==> src/rtl/ow_pkg.sv <==
`default_nettype none
// ============================================================================
// ow_pkg : shared 1-Wire slave constants, state encoding and tick helpers
// Rev 1.0
// ============================================================================
package ow_pkg;

    localparam int unsigned STD_RESET_MIN_US     = 480;
    localparam int unsigned STD_PRESENCE_WAIT_US = 30;
    localparam int unsigned STD_PRESENCE_LEN_US  = 120;
    localparam int unsigned STD_SAMPLE_US        = 30;

    typedef logic [3:0] ow_state_t;

    localparam logic [3:0] ST_IDLE       = 4'd0;
    localparam logic [3:0] ST_LOW_MEAS   = 4'd1;
    localparam logic [3:0] ST_RST_HOLD   = 4'd2;
    localparam logic [3:0] ST_PRES_WAIT  = 4'd3;
    localparam logic [3:0] ST_PRES_DRIVE = 4'd4;
    localparam logic [3:0] ST_PRES_REL   = 4'd5;
    localparam logic [3:0] ST_SLOT_IDLE  = 4'd6;
    localparam logic [3:0] ST_SLOT_WAIT  = 4'd7;
    localparam logic [3:0] ST_SLOT_END   = 4'd8;

    function automatic int unsigned us_to_ticks(input int unsigned us,
                                                input int unsigned clk_per_us);
        return us * clk_per_us;
    endfunction

    function automatic int unsigned max4(input int unsigned a, input int unsigned b,
                                         input int unsigned c, input int unsigned d);
        int unsigned m;
        m = a;
        if (b > m) m = b;
        if (c > m) m = c;
        if (d > m) m = d;
        return m;
    endfunction

endpackage
`default_nettype wire

==> src/rtl/ow_sync2.sv <==
`default_nettype none
// ============================================================================
// ow_sync2 : two-flop bus synchroniser with falling-edge detect
// Rev 1.0
// ============================================================================
module ow_sync2 (
    input  logic clk,
    input  logic reset,
    input  logic bus_i,
    output logic bus_s_o,
    output logic fall_o
);

    logic meta_q;
    logic sync_q;
    logic prev_q;

    // Idle-high reset value keeps a released line from looking like a fall.
    always_ff @(posedge clk) begin
        if (reset) begin
            meta_q <= 1'b1;
            sync_q <= 1'b1;
            prev_q <= 1'b1;
        end else begin
            meta_q <= bus_i;
            sync_q <= meta_q;
            prev_q <= sync_q;
        end
    end

    assign bus_s_o = sync_q;
    assign fall_o  = prev_q & ~sync_q;

endmodule
`default_nettype wire

==> src/rtl/ow_slave_rx.sv <==
`default_nettype none
// ============================================================================
// ow_slave_rx : 1-Wire slave reset/presence handling and write-slot receiver
// Rev 1.0
// ============================================================================
module ow_slave_rx
    import ow_pkg::*;
#(
    parameter int unsigned CLK_PER_US       = 1,
    parameter int unsigned RESET_MIN_US     = STD_RESET_MIN_US,
    parameter int unsigned PRESENCE_WAIT_US = STD_PRESENCE_WAIT_US,
    parameter int unsigned PRESENCE_LEN_US  = STD_PRESENCE_LEN_US,
    parameter int unsigned SAMPLE_US        = STD_SAMPLE_US,
    parameter int unsigned FRAME_BITS       = 64
) (
    input  logic                          clk,
    input  logic                          reset,
    input  logic                          bus_in,
    output logic                          bus_pull_low,
    output logic                          o_presence_pulse,
    output logic                          o_bit_val,
    output logic                          o_bit_ready,
    output logic [FRAME_BITS-1:0]         o_frame,
    output logic                          o_frame_valid,
    output logic                          o_frame_err,
    output logic [$clog2(FRAME_BITS+1)-1:0] o_bit_count
);

    localparam int unsigned T_RESET  = us_to_ticks(RESET_MIN_US, CLK_PER_US);
    localparam int unsigned T_PWAIT  = us_to_ticks(PRESENCE_WAIT_US, CLK_PER_US);
    localparam int unsigned T_PLEN   = us_to_ticks(PRESENCE_LEN_US, CLK_PER_US);
    localparam int unsigned T_SAMPLE = us_to_ticks(SAMPLE_US, CLK_PER_US);
    localparam int unsigned TMR_W    = $clog2(max4(T_RESET, T_PWAIT, T_PLEN, T_SAMPLE) + 1);
    localparam int unsigned CNT_W    = $clog2(FRAME_BITS + 1);

    // The fall cycle and the entry cycle are already low when the timer reads 0,
    // so a low of T_RESET cycles completes at timer value T_RESET-2.
    localparam logic [TMR_W-1:0] C_LOW_LAST   = TMR_W'(T_RESET - 2);
    localparam logic [TMR_W-1:0] C_PWAIT_LAST = TMR_W'(T_PWAIT - 1);
    localparam logic [TMR_W-1:0] C_PLEN_LAST  = TMR_W'(T_PLEN - 1);
    localparam logic [TMR_W-1:0] C_SAMPLE_AT  = TMR_W'(T_SAMPLE);
    localparam logic [CNT_W-1:0] C_FULL       = CNT_W'(FRAME_BITS);

    logic                  w_bus;
    logic                  w_fall;
    logic [FRAME_BITS-1:0] w_frame_shift;
    logic                  w_keep_timer;

    ow_state_t             state_q, state_d;
    logic [TMR_W-1:0]      timer_q, timer_d;
    logic                  bit_val_q, bit_val_d;
    logic                  bit_ready_q, bit_ready_d;
    logic [FRAME_BITS-1:0] frame_q, frame_d;
    logic                  frame_valid_q, frame_valid_d;
    logic                  frame_err_q, frame_err_d;
    logic [CNT_W-1:0]      count_q, count_d;

    ow_sync2 u_sync (
        .clk     (clk),
        .reset   (reset),
        .bus_i   (bus_in),
        .bus_s_o (w_bus),
        .fall_o  (w_fall)
    );

    generate
        if (FRAME_BITS == 1) begin : g_frame_one
            assign w_frame_shift = w_bus;
        end else begin : g_frame_multi
            assign w_frame_shift = {w_bus, frame_q[FRAME_BITS-1:1]};
        end
    endgenerate

    always_comb begin
        state_d       = state_q;
        bit_val_d     = bit_val_q;
        bit_ready_d   = 1'b0;
        frame_d       = frame_q;
        frame_valid_d = 1'b0;
        frame_err_d   = 1'b0;
        count_d       = count_q;
        w_keep_timer  = 1'b0;

        if (count_q == C_FULL) begin
            frame_valid_d = 1'b1;
            count_d       = '0;
        end

        case (state_q)
            ST_IDLE:       if (w_fall) state_d = ST_LOW_MEAS;
            ST_LOW_MEAS: begin
                if (w_bus)                       state_d = ST_IDLE;
                else if (timer_q == C_LOW_LAST)  state_d = ST_RST_HOLD;
            end
            ST_RST_HOLD:   if (w_bus) state_d = ST_PRES_WAIT;
            ST_PRES_WAIT:  if (timer_q == C_PWAIT_LAST) state_d = ST_PRES_DRIVE;
            ST_PRES_DRIVE: if (timer_q == C_PLEN_LAST) state_d = ST_PRES_REL;
            ST_PRES_REL:   if (w_bus) state_d = ST_SLOT_IDLE;
            ST_SLOT_IDLE:  if (w_fall) state_d = ST_SLOT_WAIT;
            ST_SLOT_WAIT: begin
                if (timer_q == C_SAMPLE_AT) begin
                    bit_val_d    = w_bus;
                    bit_ready_d  = 1'b1;
                    frame_d      = w_frame_shift;
                    count_d      = count_q + 1'b1;
                    state_d      = ST_SLOT_END;
                    w_keep_timer = 1'b1;
                end
            end
            ST_SLOT_END: begin
                if (w_bus) begin
                    state_d = ST_SLOT_IDLE;
                end else if (timer_q == C_LOW_LAST) begin
                    state_d = ST_RST_HOLD;
                    if (count_q != '0 && count_q != C_FULL) begin
                        frame_err_d = 1'b1;
                        count_d     = '0;
                    end
                end
            end
            default:       state_d = ST_IDLE;
        endcase

        // Slot timing runs on from the slot's fall through SLOT_END.
        if (state_d != state_q && !w_keep_timer) begin
            timer_d = '0;
        end else if (timer_q != {TMR_W{1'b1}}) begin
            timer_d = timer_q + 1'b1;
        end else begin
            timer_d = timer_q;
        end
    end

    always_ff @(posedge clk) begin
        if (reset) begin
            state_q       <= ST_IDLE;
            timer_q       <= '0;
            bit_val_q     <= 1'b0;
            bit_ready_q   <= 1'b0;
            frame_q       <= '0;
            frame_valid_q <= 1'b0;
            frame_err_q   <= 1'b0;
            count_q       <= '0;
        end else begin
            state_q       <= state_d;
            timer_q       <= timer_d;
            bit_val_q     <= bit_val_d;
            bit_ready_q   <= bit_ready_d;
            frame_q       <= frame_d;
            frame_valid_q <= frame_valid_d;
            frame_err_q   <= frame_err_d;
            count_q       <= count_d;
        end
    end

    assign bus_pull_low     = (state_q == ST_PRES_DRIVE);
    assign o_presence_pulse = (state_q == ST_PRES_DRIVE);
    assign o_bit_val        = bit_val_q;
    assign o_bit_ready      = bit_ready_q;
    assign o_frame          = frame_q;
    assign o_frame_valid    = frame_valid_q;
    assign o_frame_err      = frame_err_q;
    assign o_bit_count      = count_q;

endmodule
`default_nettype wire
==> config.mk <==
export PLATFORM = sky130hd
export DESIGN_NAME = ow_slave_rx
export DESIGN_NICKNAME = d
export VERILOG_FILES = /design/src/rtl/ow_pkg.sv /design/src/rtl/ow_sync2.sv /design/src/rtl/ow_slave_rx.sv
export SDC_FILE = /design/constraint.sdc
export NUM_CORES = 1
export LEC_CHECK = 0
export ABC_AREA = 0
export CAP_MARGIN = 20
export CORE_ASPECT_RATIO = 2
export CORE_MARGIN = 2
export CORE_UTILIZATION = 30
export DETAILED_ROUTE_END_ITERATION = 12
export GPL_TIMING_DRIVEN = 1
export HOLD_SLACK_MARGIN = 0.12
export SLEW_MARGIN = 40
export SYNTH_ARGS = -nofsm -noshare
export SYNTH_HDL_FRONTEND = slang
export SYNTH_SLANG_ARGS = --single-unit
==> constraint.sdc <==
create_clock -name clk -period 2.51 [get_ports clk]
set_input_delay 0.6275 -clock clk [delete_from_list [all_inputs] [get_ports clk]]
set_output_delay 0.6275 -clock clk [all_outputs]
set_load 0.02 [all_outputs]
# == Yosys cells after proc, flatten, opt, wreduce, memory -nomap -nowiden ==
# Index checks and enable logic that the tools add are counted.
# op_classes
n_addsub,2
reduce_logical,8
n_mux,21
n_bitwise,4
n_eq_ne,16
# ops
operator,n
$mux 4,10
$pmux 4 s9,1
$mux 7,5
$eq 9x5->1 const B,2
$eq 4x3->1 const B,4
$pmux 7 s2,1
$add 9x1->9 const B,1
$eq 9x7->1 const B,1
$eq 9x9->1 const B,1
$ne 9x9->1 const B,1
$eq 4x2->1 const B,2
$add 7x1->7 const B,1
$eq 7x7->1 const B,1
$ne 7x7->1 const B,1
$reduce_bool 7->1,1
$eq 4x1->1 const B,1
$eq 4x4->1 const B,1
$logic_not 4->1,1
$mux 1,4
$ne 4x4->1,1
$reduce_or 4->1,1
$not 1->1,3
$logic_and 1x1->1,2
$reduce_and 2->1,1
3 further kinds,3
# totals
word_cells,62
output_inout_bits,77
reg_bits,91
input_bits,3

# == Depth between registers and ports, before layout ==
# Gate-level depths: netlist (run 1).
# depth
word_depth,7
depth_mapped,10
ltp_nobuf,9

# == Hierarchy ==
# A second synthesis (run 1) with hierarchy kept.
# hier_totals
hier_cells,462
area_unflattened_um2,3819.9
# by_module_without_submodules
module,instances,cells_each,area_per_inst_um2,seq_area_each_um2
ow_slave_rx,1,455,3734.8,1741.7
ow_sync2,1,7,85.1,60.1

# == Worst setup path before layout (run 1) ==
# No wires, ideal clock.
# synth_timing
kind,reg2out
start,register state_q[1]
end,output o_presence_pulse
stages_incl_launch_ff,5
required_ns,1.882
t_arrival_ns,1.358
n_path_buf,2
slack_ns,0.525
cell_sequence,dfxtp_1 buf_4 nand2b_4 nor3_1 buf_4
# synth_between
elab_chain_len,1
# synth_lines
item,line,text
"start, declared",ow_slave_rx.sv:49,"ow_state_t state_q, state_d;"
"start signal, assigned",ow_slave_rx.sv:145,state_q <= state_d;
$eq 4x3->1,n/a,
"end, declared",ow_slave_rx.sv:20,"output logic o_presence_pulse,"
# Every way passes these cells.

# == Final worst setup path (run 1) ==
# layout_timing
start,register state_q[0]
end,output bus_pull_low
# layout_between
elab_chain_len,1
# layout_lines
item,line,text
$eq 4x3->1,ow_slave_rx.sv:156,assign bus_pull_low = (state_q == ST_PRES_DRIVE);
"end, declared",ow_slave_rx.sv:19,"output logic bus_pull_low,"
# Every way passes these cells.

==> impl_metrics.py, run 1 <==
metrics = {
    "status": {
        "status": "finished clean",
    },
    "synthesis": {
        "ys_seq_area_share_pct": 48.0,
        "async_reset_ff_share_pct": 0,
        "syn_area_per_cell_um2": 8.25,
        "syn_nets": 464,
        "synth_top_area_share_pct": 48.0,
        "synthDistinctLibCells": 57,
        "synth_top_area_cell": "dfxtp_1",
        "synth_area_leaders": "dfxtp_1 48%, nand2_1 14%, a21oi_1 9.9%",
        "netlist_instances": 455,
        "ys_ff_latch": 90,
        "synth_edf_count": 0,
        "ys.flop_type": "dfxtp_1",
        "ys_warn_count": 0,
        "netlist_area_mm2": 0.00375,
    },
    "timing": {
        "relSlewSlack_pct": 64.4,
        "tns_ns": 0,
        "min_period_ns": 2.37,
        "worst_slew_pin_slew_ns": 0.534,
        "final-setup-viol-count": 0,
        "hold_viol_final": 0,
        "slew_viol_final": 0,
        "post-route-period-util_pct": 94.6,
        "max_freq_mhz": 421,
        "rsz0062_at_grt": "false",
        "finClkSkew_ns": 0.00769,
        "setup_ws_ns": 0.135,
    },
    "critical_path": {
        "cp_max_fo": 16,
        "r2r_cells": 5,
        "arrival_ns": 1.75,
        "critPathRequiredTime_ns": 1.88,
        "regToRegSetupSlack_ns": 0.30,
        "r2r_start": "state_q[0]",
        "r2r-end": "timer_q[3]",
        "critPathCaptureType": "primary output",
        "crit_path_start_kind": "register",
        "crit_type": "register to primary output",
    },
    "drt": {
        "viasPerCell": 4.84,
        "wire_per_inst_um": 13.6,
        "final_antenna_net_count": 0,
        "routed_wl_um": 9120,
        "drt_iter0_markers": 128,
        "drc": 0,
        "drt-pass1-iter-count": 4,
        "vias": 3257,
    },
    "clock_tree": {
        "ctsRootBufferMaster": "clkbuf_16",
        "cts_buffers": 9,
        "clk_latency_ns": 0.34,
        "clockBufferDepth": 2,
        "cts_sinks": 90,
        "cts_tree": "yes",
        "htree_levels": 3,
        "ctsHoldBuffers": 0,
        "clkSlewWorstSetupHoldPaths_ns": 0.06,
    },
    "floorplanning": {
        "die_w_um": 83.1,
        "design.die.area_mm2": 0.0135,
        "start_util_pct": 30.8,
        "rows": 57,
        "die_h_um": 162,
        "io_pins": 80,
        "core_area_mm2": 0.0122,
    },
    "grt": {
        "first_global_vias": 3188,
        "grt_pass1_wl_um": 15200,
        "track_usage_pct": 13.7,
        "grt.overflow.total": 0,
        "antenna_found_initial": 0,
        "grt_max_degree": 53,
    },
    "finish": {
        "stdcell_count": 673,
        "utilization_pct": 40.2,
        "drive_gt1_share_pct": 9.32,
        "areaGrowthSynthToFinish_pct": 30.6,
        "fin_area_mm2": 0.00490,
        "n_antenna_cell": 0,
        "fin_nets": 531,
    },
    "min_path": {
        "hold_depth": 1,
        "min_to": "u_sync.bus_s_o",
        "worstHoldStart": "u_sync.meta_q",
        "worstHoldPathType": "register to register",
    },
    "placed_design": {
        "hpwl_um": 6360,
        "dp.cells": 658,
        "routabilityCongestion": 0.779,
        "place_ws_ns": 0.253,
        "dpl-instance-area_mm2": 0.00463,
        "io_buffers": 79,
    },
    "pwr": {
        "p_per_area_mw_per_mm2": 560,
        "ir_drop_uv": 410,
        "p_leak_nw": 1.62,
    },
    "flow_run": {
        "maxCapViolCount": 0,
    },
}
[worst max path at each step]
stage | to | cells after the start | from
4_1_cts | bus_pull_low | 2 | state_q[0]
3_5_place_dp | bus_pull_low | 3 | state_q[2]
6_report | bus_pull_low | 2 | state_q[0]
3_3_place_gp | o_presence_pulse | 3 | state_q[2]
2_1_floorplan | o_presence_pulse | 4 | state_q[1]
5_1_grt | bus_pull_low | 2 | state_q[0]
[what timing repair did]
action | in CTS | in global routing
setup endpoints to repair | 2 | 2
buffers inserted | 0 | 0
gates resized for setup | 1 | 1
pin swaps | 0 | 0
[routing by layer]
metal / wire [um] / vias up / track usage [%]
met5: 0 / - / 0
met4: 223 / 0 / 6.86
met3: 393 / 15 / 3.25
met2: 4920 / 60 / 25.1
met1: 3590 / 1534 / 14.4
li1: - / 1648 / -
[kinds of logic after synthesis]
logic type | synth area share, %
fa+ha+maj | 2.00
flops | 48.0
compound gates | 15.1
simple gates | 27.3
xor+xnor | 1.87
mux | 0.933
buf+inv | 4.83
[flip-flops by register name, summed over array words and instances, names as in the netlist]
| name | cells |
|---|---|
| u_sync.prev_q | 1 |
| o_bit_val | 1 |
| u_sync.bus_s_o | 1 |
| o_bit_count | 7 |
| o_frame_valid | 1 |
| o_bit_ready | 1 |
| o_frame_err | 1 |
| timer_q | 9 |
| state_q | 4 |
| o_frame | 63 |
| u_sync.meta_q | 1 |
[cell type report]
type | count | area, um2
fillers | 1214 | 7290
flip-flops and latches | 90 | 1800
repair buffers | 88 | 853
clock inverters | 6 | 42.5
clock buffers | 9 | 225
well taps | 147 | 184
inverters | 5 | 18.8
multi-input cells | 328 | 1780
[layout by cell type (no fill, tap or decap), types with 3 or more instances in the layout]
master | netlist | final
nand2_1 | 138 | 138
dfxtp_1 | 90 | 89
clkdlybuf4s50_1 | 0 | 78
a21oi_1 | 74 | 74
nor2_1 | 22 | 22
clkbuf_16 | 0 | 9
buf_4 | 3 | 9
nand3_1 | 8 | 8
nor3_1 | 7 | 6
ha_1 | 6 | 6
inv_1 | 5 | 5
xor2_1 | 5 | 5
or2_2 | 3 | 4
o21ai_1 | 4 | 4
and3_1 | 4 | 4
nand4_1 | 4 | 4
nand3b_1 | 3 | 3
or3b_1 | 3 | 3
xnor2_1 | 3 | 3
[power by group]
group | internal (mW) | total [mW] | switching, mW
registers | 1.43 | 1.44 | 0.00975
clock network | 0.667 | 1.24 | 0.570
logic | 0.0246 | 0.0650 | 0.0405
total | 2.13 | 2.75 | 0.620
[metrics by stage]
stage	total power, mW	hold WS, ns
after detailed placement	1.54	0.395
after global placement	1.54	0.402
final	2.75	0.409
after global routing	2.83	0.451
after floorplan	1.53	0.389
after CTS	2.78	0.410
[cell usage after synthesis, drive strengths merged (2+ instances only)]
cell type,instances
nand2b,4
a31oi,3
xnor2,3
nand2,138
dfxtp,90
inv,5
or3,3
nand4b,2
a21oi,74
xor2,5
or2,6
mux2i,2
and3,4
nand4,5
ha,6
nor3,7
or3b,3
clkbuf,19
buf,13
nor3b,3
nand3,9
nand3b,3
o21ai,5
nor2,24
[worst max-delay path, stage by stage (launching register included)]
cell	delay [ns]
dfxtp_1	0.47
nor3_2	0.30
clkdlybuf4s50_1	0.64
Note: power is estimated with default switching activity, not from simulation.
==> inputs of run 2 (changes only) <==
CORE_UTILIZATION = 40   (was 30)
GPL_TIMING_DRIVEN = not set   (was 1)
PLACE_DENSITY = 0.68   (was not set)
clock period = 2 ns   (was 2.51 ns; I/O delays follow)
==> run 2 against run 1 <==
Effect of this change:
- flip-flop and latch count unchanged
- critical path type is now register to register
- die area decreased by 24%
- global-route usage increased by 5.0 points
- non-clock buffer count increased by 13
- first-iteration DRC count increased by 52%
- utilization increased by 15 points
- largest cell class is now multi-input combinational cells
- sequential share of layout area decreased by 1.3 points
- combinational power increased by 52%
==> impl_metrics.py, run 2 (synthesis results as in run 1) <==
metrics = {
    "status": {
        "status": "finished clean",
    },
    "grt": {
        "grt_max_degree": 43,
        "grt.overflow.total": 0,
        "first_global_vias": 3218,
        "track_usage_pct": 18.7,
        "grt_pass1_wl_um": 15200,
        "antenna_found_initial": 0,
    },
    "finish": {
        "final_common_cell": "nand2_1",
        "areaGrowthSynthToFinish_pct": 35.4,
        "fillerInstances": 864,
        "drive_gt1_share_pct": 12.4,
        "fin_nets": 545,
        "utilization_pct": 54.9,
        "stdcell_count": 644,
        "n_antenna_cell": 0,
        "final_cell_mix": "138 x nand2_1, 87 x dfxtp_1, 75 x clkdlybuf4s50_1",
        "largest_register_ffs": 63,
    },
    "floorplanning": {
        "rows": 50,
        "die_w_um": 72.5,
        "design.die.area_mm2": 0.0102,
        "core_area_mm2": 0.00926,
        "start_util_pct": 40.6,
        "io_pins": 80,
        "die_h_um": 141,
    },
    "pwr": {
        "power_mw": 3.80,
        "pwr-share-comb_pct": 2.6,
        "p_leak_nw": 1.75,
        "ir_drop_uv": 590,
        "switchingPower_uw": 740,
        "p_per_area_mw_per_mm2": 746,
        "switching_share_pct": 19.5,
        "p_seq_share_pct": 47.8,
        "p_clk_share_pct": 49.6,
        "intPower_mw": 3.06,
    },
    "clock_tree": {
        "ctsRootBufferMaster": "clkbuf_16",
        "cts_tree": "yes",
        "clockBufferDepth": 2,
        "htree_levels": 3,
        "clkSlewWorstSetupHoldPaths_ns": 0.06,
        "cts_sinks": 90,
        "ctsHoldBuffers": 0,
        "cts_buffers": 9,
        "clk_latency_ns": 0.34,
    },
    "placed_design": {
        "place_ws_ns": -0.0715,
        "routabilityCongestion": 0.877,
        "io_buffers": 79,
        "dp.cells": 626,
        "hpwl_um": 6400,
    },
    "drt": {
        "viasPerCell": 5.22,
        "routed_wl_um": 9220,
        "drc": 0,
        "final_antenna_net_count": 0,
        "vias": 3361,
        "drt_iter0_markers": 194,
        "wire_per_inst_um": 14.3,
        "drt-pass1-iter-count": 4,
    },
    "timing": {
        "relSlewSlack_pct": 70.6,
        "final-setup-viol-count": 0,
        "finClkSkew_ns": 0.00665,
        "rsz0062_at_grt": "true",
        "setup_ws_ns": 0.0340,
        "slew_viol_final": 0,
        "max_freq_mhz": 509,
        "min_period_ns": 1.97,
        "worst_slew_pin_slew_ns": 0.437,
        "hold_viol_final": 0,
        "post-route-period-util_pct": 98.3,
    },
    "critical_path": {
        "crit_type": "register to register",
        "critPathRequiredTime_ns": 2.21,
        "crit_path_start_kind": "register",
        "cp_max_fo": 5,
        "critPathCaptureType": "register",
        "arrival_ns": 2.18,
    },
    "min_path": {
        "worstHoldPathType": "register to register",
    },
    "flow_run": {
        "maxCapViolCount": 0,
    },
}
-- run 2: metal layers --
layer	up-vias	GRT usage [%]	share of wire, %
met5	-	0	0
met4	0	9.94	2.8
met3	19	5.15	4.8
met2	73	32.3	54
met1	1585	20.3	39
li1	1684	-	-
-- run 2: area by class of cell --
cell class	instances	area (um2)	share of cell area, %
clock inverters	5	104	2.04
repair buffers	101	976	19.2
inverters	5	18.8	0.369
multi-input cells	329	1820	35.8
clock buffers	10	229	4.50
flip-flops and latches	90	1810	35.5
well taps	104	130	2.56
-- run 2: metrics by stage --
stage                     hold slack (ns)  area, um2  TNS [ns]
final                               0.415       5080         0
after global routing                0.434       5080    -0.513
after CTS                           0.418       5040         0
after detailed placement            0.399       4680    -0.540
after global placement              0.406       4680         0
after floorplan                     0.389       3750         0
-- run 2: power by group through the flow --
stage          combinational (mW)  sequential [mW]  clock (mW)
6_report                   0.0987             1.81        1.88
5_1_grt                     0.111             1.81        2.00
4_1_cts                    0.0925             1.81        1.93
3_5_place_dp               0.0885             1.85           0
3_3_place_gp               0.0864             1.85           0
2_1_floorplan              0.0682             1.85           0
-- run 2: worst paths after layout --
check | start | end | slack (ns) | cells after the start
max reg2reg | timer_q[6] | timer_q[1] | 0.03 | 6
min reg2reg | u_sync.meta_q | u_sync.bus_s_o | 0.42 | 1
max | timer_q[6] | timer_q[1] | 0.03 | 6
min | u_sync.meta_q | u_sync.bus_s_o | 0.42 | 1
-- run 2: timing repair --
| item | in CTS | in global routing |
|---|---|---|
| gates cloned | 1 | 0 |
| buffers inserted | 1 | 1 |
| pin swaps | 2 | 11 |
| resized for setup | 5 | 12 |
| endpoints found under the setup margin | 11 | 17 |
-- run 2: critical path, stage by stage, from the launching register on --
cell      delay [ns]
dfxtp_1         0.47
nand4_2         0.21
o211a_1         0.30
nand3b_1        0.16
or3_4           0.40
a41oi_4         0.22
nor2_1          0.08
